### config.mk
export PLATFORM = sky130hd
export DESIGN_NAME = banco_registro_clr
export DESIGN_NICKNAME = d
export VERILOG_FILES = /design/src/rtl/banco_registro_clr.sv
export SDC_FILE = /design/constraint.sdc
export NUM_CORES = 1
export LEC_CHECK = 0
export ABC_AREA = 1
export BUFFER_PORTS_ARGS = -buffer_cell sky130_fd_sc_hd__buf_4
export CORE_MARGIN = 2
export CORE_UTILIZATION = 53
export DETAILED_ROUTE_END_ITERATION = 10
export GPL_TIMING_DRIVEN = 1
export PLACE_DENSITY = 0.78
export SETUP_SLACK_MARGIN = 0.5
export SYNTH_ARGS = -nofsm -noshare
export SYNTH_HDL_FRONTEND = slang
export SYNTH_SLANG_ARGS = --single-unit
### constraint.sdc
create_clock -name clk -period 1.6 [get_ports clk]
set_input_delay 0.48 -clock clk [delete_from_list [all_inputs] [get_ports clk]]
set_output_delay 0.48 -clock clk [all_outputs]
set_load 0.05 [all_outputs]
### src/rtl/banco_registro_clr.sv
// banco_registro_clr: 2-read/1-write register bank with registered reads and
// a hardware clear sweep that zeroes one entry per cycle after reset/clr_req.
// Ports:
//   clk, rst (async, active low)
//   addrRa/addrRb -> datOutRa/datOutRb (1-cycle read latency)
//   addrW, datW, RegWrite (write port)
//   clr_req (start sweep), busy (sweep running), wr_drop (refused write)
// Build option: BANCO_BYPASS_EN selects write-first on read/write collisions;
// when undefined, a colliding read returns the old stored value.
module banco_registro_clr #(
  parameter int BIT_ADDR = 3,
  parameter int BIT_DATO = 8,
  parameter bit ZERO_REG = 1'b0
) (
  input  logic                clk,
  input  logic                rst,
  input  logic [BIT_ADDR-1:0] addrRa,
  input  logic [BIT_ADDR-1:0] addrRb,
  output logic [BIT_DATO-1:0] datOutRa,
  output logic [BIT_DATO-1:0] datOutRb,
  input  logic [BIT_ADDR-1:0] addrW,
  input  logic [BIT_DATO-1:0] datW,
  input  logic                RegWrite,
  input  logic                clr_req,
  output logic                busy,
  output logic                wr_drop
);

  localparam int NREG = 2**BIT_ADDR;

  typedef enum logic {
    CLEAR,
    IDLE
  } state_t;

  state_t state;
  state_t stateNext;

  logic [BIT_ADDR-1:0] ptr;
  logic [BIT_ADDR-1:0] ptrNext;

  logic [BIT_DATO-1:0] breg [NREG];

  logic                clearing;
  logic                zeroHitW;
  logic                wrOk;
  logic [BIT_DATO-1:0] rdA;
  logic [BIT_DATO-1:0] rdB;

  assign clearing = (state == CLEAR);
  assign busy     = clearing;
  assign zeroHitW = ZERO_REG && (addrW == '0);
  // Writes land only in IDLE; the hard-wired zero entry swallows them.
  assign wrOk     = !clearing && RegWrite && !zeroHitW;

  always_comb begin
    stateNext = state;
    ptrNext   = ptr;
    unique case (state)
      CLEAR: begin
        ptrNext = ptr + 1'b1;
        if (ptr == '1) begin
          stateNext = IDLE;
          ptrNext   = '0;
        end
      end
      IDLE: begin
        if (clr_req) begin
          stateNext = CLEAR;
        end
      end
      default: begin
        stateNext = CLEAR;
        ptrNext   = '0;
      end
    endcase
  end

  always_comb begin
    rdA = breg[addrRa];
    rdB = breg[addrRb];
`ifdef BANCO_BYPASS_EN
    if (wrOk && (addrRa == addrW)) rdA = datW;
    if (wrOk && (addrRb == addrW)) rdB = datW;
`endif
    if (ZERO_REG && (addrRa == '0)) rdA = '0;
    if (ZERO_REG && (addrRb == '0)) rdB = '0;
  end

  always_ff @(posedge clk or negedge rst) begin
    if (!rst) begin
      state    <= CLEAR;
      ptr      <= '0;
      datOutRa <= '0;
      datOutRb <= '0;
      wr_drop  <= 1'b0;
    end else begin
      state    <= stateNext;
      ptr      <= ptrNext;
      wr_drop  <= clearing && RegWrite;
      datOutRa <= clearing ? '0 : rdA;
      datOutRb <= clearing ? '0 : rdB;
    end
  end

  // Storage has no reset; the sweep is what gives it known contents.
  // A write coinciding with clr_req lands first and is zeroed later.
  always_ff @(posedge clk) begin
    if (clearing) begin
      breg[ptr] <= '0;
    end else if (wrOk) begin
      breg[addrW] <= datW;
    end
  end

endmodule

* Word-level counts from Yosys, hierarchy flattened
Memories as Yosys holds them, arrays and structs flattened. Cells that the tools add are included.
Word-level totals: register bits 21, word-level logic and storage cells 25, input port bits 21, memories kept 1, memory bits (writable) 64, output and inout bits 18
Memory list:
- breg | depth 8, bits a word 8, rd ports 2, clocked after Yosys merged registers in 0, wr ports 1, line 42 | logic [BIT_DATO-1:0] breg [NREG];
Operators by class: bitwise logic cells 1, equal/unequal tests 1, reductions and logical operators 3, mux-type cells 13, $add $sub $neg 1
Operator list (number):
- two-way mux 8 bit | 3
- OR reduction 8 bit | 1
- two-way mux 1 bit | 7
- two-way mux 3 bit | 2
- adder 3 x 1 -> 3 bit (second input constant) | 1
- == test 3 bit (second input constant) | 1
- logical AND 1 bit | 2
- one-hot mux 1 bit (2 select lines) | 1
- inverter 1 bit | 1

* Longest topological paths before layout
depth in word-level cells 6, gate-level depth with buffers 8, gate-level depth less buffers 6

* Least setup slack after synthesis
OpenSTA, ideal clock, no wires.
kind register to register, from register state, to memory breg[0][0], enable pin, period minus slack after synthesis 1.777 ns, cell stages (with the launch flop) 4, setup time 0.370 ns, required time 1.230 ns, data arrival time 1.407 ns, path buffers 0, slack -0.177 ns, path through dfrtp_1 inv_1 a21oi_1 nor2_1
Between the ends: longest elaborated chain between the ends 6, elaborated cells on any way between the ends 8, classes of those cells mux: 6; reduce/logical: 2
Ends and longest elaborated chain:
- start: declaration | line 36 | state_t state;
- start signal: assignment | line 98 | state <= stateNext;
- logical AND 1 bit | line 54 | assign wrOk = !clearing && RegWrite && !zeroHitW;
- two-way mux 1 bit | line 111 | end else if (wrOk) begin
- two-way mux 1 bit | line 109 | if (clearing) begin
- two-way mux 1 bit (not written as such) | line 112 | breg[addrW] <= datW;
- OR reduction 8 bit (no source line)
- two-way mux 3 bit (no source line) or two-way mux 1 bit (tied branches)
- end: declaration | line 42
Several ways; a longest one is shown, not always the timed one.

* Worst setup path after layout
from register state, to memory breg[5][0], enable pin
The elaborated chain is that of the path after synthesis.

==> results_dict.tcl <==
set metrics [dict create \
    outcome "complete, but fails checks" \
    violations "negative setup slack" \
    synth.avg_cell_area_um2 8.31 \
    core_region_area_um2 7730 \
    cts_tree "built" \
    drt-wirelength-per-cell_um 17.4 \
    utilization_pct 71.8 \
    synth_warnings 0 \
    r2r-end "breg[5][0]" \
    antenna_found_initial 0 \
    grt-ovfl-total 0 \
    grt_use_total_pct 26.5 \
    clk-insertion-delay-late_ns 0.36 \
    hold_viol 0 \
    mostFrequentLayoutCell "nand2_1" \
    grtUsageMet1_pct 37.6 \
    drv_slew 0 \
    reg2reg_depth 5 \
    grt_max_degree 33 \
    n_antenna_cell 0 \
    clock_path_buffers 2 \
    placed_cells 638 \
    dp_slack_ns -0.0452 \
    synthCells 508 \
    critPathArrivalTime_ns 1.70 \
    cts.sinks 85 \
    layout-drive-gt1-share_pct 25.8 \
    synth_cell_types 18 \
    first_iter_violations 476 \
    final_cell_mix "147 x nand2_1, 80 x nand3_1, 76 x inv_1" \
    wl_mm 11.7 \
    synth_seq_cells 85 \
    required_ns 1.63 \
    ff2ff_setup_slack_ns -0.06 \
    syn-num-nets 531 \
    layout.nets 587 \
    syn_to_final_growth_pct 31.5 \
    critPathMaxStageDelay_ns 0.42 \
    finalCritPeriodShare_pct 104 \
    cts.reportedPaths.clkPinSlew_ns 0.09 \
    synth-seq-area-share_pct 58.0 \
    maxCapViolCount 0 \
    viasPerCell 5.42 \
    powerDensity_nw_per_um2 1640 \
    cts_made_buffers 9 \
    r2r-start "state" \
    crit_path_start_kind "flop" \
    crit_fanout 8 \
    tightest_slew_ns 0.355 \
    grt_pass1_vias 3362 \
    start_util_pct 54.6 \
    ctsHtreeMaxLevel 3 \
    dieWidth_um 93.2 \
    path_class "flop to flop" \
    syn_area_um2 4220 \
    grt_first_pass_wirelength_mm 17.4 \
    use_met3_pct 5.00 \
    crit_path_start "state" \
    grt_setup_unrepaired "true" \
    ios 39 \
    dp_hpwl_mm 7.16 \
    num_vias 3637 \
    p_leak_nw 2.60 \
    fmax_ghz 0.602 \
    crit_path_cell_trace "buf_6, nor2_4, a31o_4, clkinvlp_4, nor2_4" \
    crit_path_top_delay_cell "dfrtp_2" \
    rows 32 \
    port_buffers 38 \
    crit_top_cell "nor2_4" \
    dr.pass1.iters 5 \
    met2_usage_pct 40.3 \
    die_y_um 93.2 \
    critPathCaptureType "flop" \
    finalCriticalPeriod_ns 1.66 \
    vdd_drop_max_v 0.00143 \
    place_congestion 0.951 \
    hp-class "input pin to asynchronous set/reset pin" \
    die_area_um2 8690 \
    setup_violations 49 \
    route.detailed.drc 0 \
    fin_skew_ns 0.0145 \
    ant_nets 0 \
    root_buffer "clkbuf_8" \
    final_cells 671 \
    grt.busiest_layer "met2" \
    worst_slack_ns -0.0617 \
    slew_headroom_pct 76.3 \
]
## layout make-up
type	instances	area, um2
sequential	85	2450
inverter	84	343
clock inverter	4	72.6
multi-input combinational	312	1670
tap	102	128
clock buffer	12	145
timing repair buffer	72	741
fill	533	2180
## registers in the layout, summed over array words and instances (netlist names)
signal and cells:
datOutRa 8, wr_drop 1, state 1, ptr 3, breg 64, datOutRb 8
## where the power goes
| group | internal, mW | switching, mW |
|---|---|---|
| combinational | 1.50 | 2.54 |
| clock | 0.922 | 0.766 |
| sequential | 3.13 | 0.265 |
## Yosys cell counts (all sizes together)
library cell    n  area (um2)
edfxtp         64        1920
a21oi           2        10.0
ha              2        25.0
a31o            1        8.76
nor2           54         203
nand2         169         639
nand3          80         400
o21ai           4        23.8
clkbuf          2        7.51
inv            84         315
dfrtp          21         526
buf            25         139
## per-stage QoR
stage | TNS [ns] | power [mW] | area [um2] | hold WS, ns
2_1_floorplan | 0 | 5.40 | 4430 | 0.184
3_3_place_gp | -0.230 | 6.16 | 4740 | 0.386
3_5_place_dp | -1.11 | 6.24 | 4740 | 0.390
4_1_cts | 0 | 8.33 | 5170 | 0.00915
5_1_grt | -4.53 | 9.54 | 5550 | 0.0283
6_report | -1.79 | 9.12 | 5550 | 0.00421
## layer usage
metal | up-vias | share of wire (%)
met4 | 0 | 2.1
met5 | - | 0
met2 | 235 | 50
met3 | 28 | 8.8
li1 | 1685 | -
met1 | 1689 | 39
## kinds of logic after synthesis
group | synth area share (%)
DFF | 58.0
AOI/OAI and AO/OA | 1.01
and+or+nand+nor | 29.4
adders and majority gates | 0.593
buffers and inverters | 10.9
## worst max-delay path by stage
| stage | endpoint | slack (ns) |
|---|---|---|
| floorplan | breg[3][0] | 0.14 |
| global placement | breg[7][6] | -0.01 |
| detailed placement | breg[4][0] | -0.05 |
| CTS | breg[1][2] | 0.03 |
| global route | breg[5][0] | -0.13 |
| finish | breg[5][0] | -0.06 |
## worst max-delay path, delay by kind of cell (launching register included)
kind	cells	cell delay, ns
AO/OA/AOI/OAI	1	0.13
buffers and inverters	2	0.36
flip-flops	1	0.42
AND/OR/NAND/NOR	2	0.42
## repair_timing
| item | 4_1_cts | 5_1_grt |
|---|---|---|
| pin swaps | 15 | 20 |
| resized for setup | 36 | 80 |
| buffers inserted | 8 | 9 |
| endpoints found under the setup margin | 147 | 166 |
| hold buffers | 0 | 0 |
No activity file was read; power rests on OpenSTA's default activity.
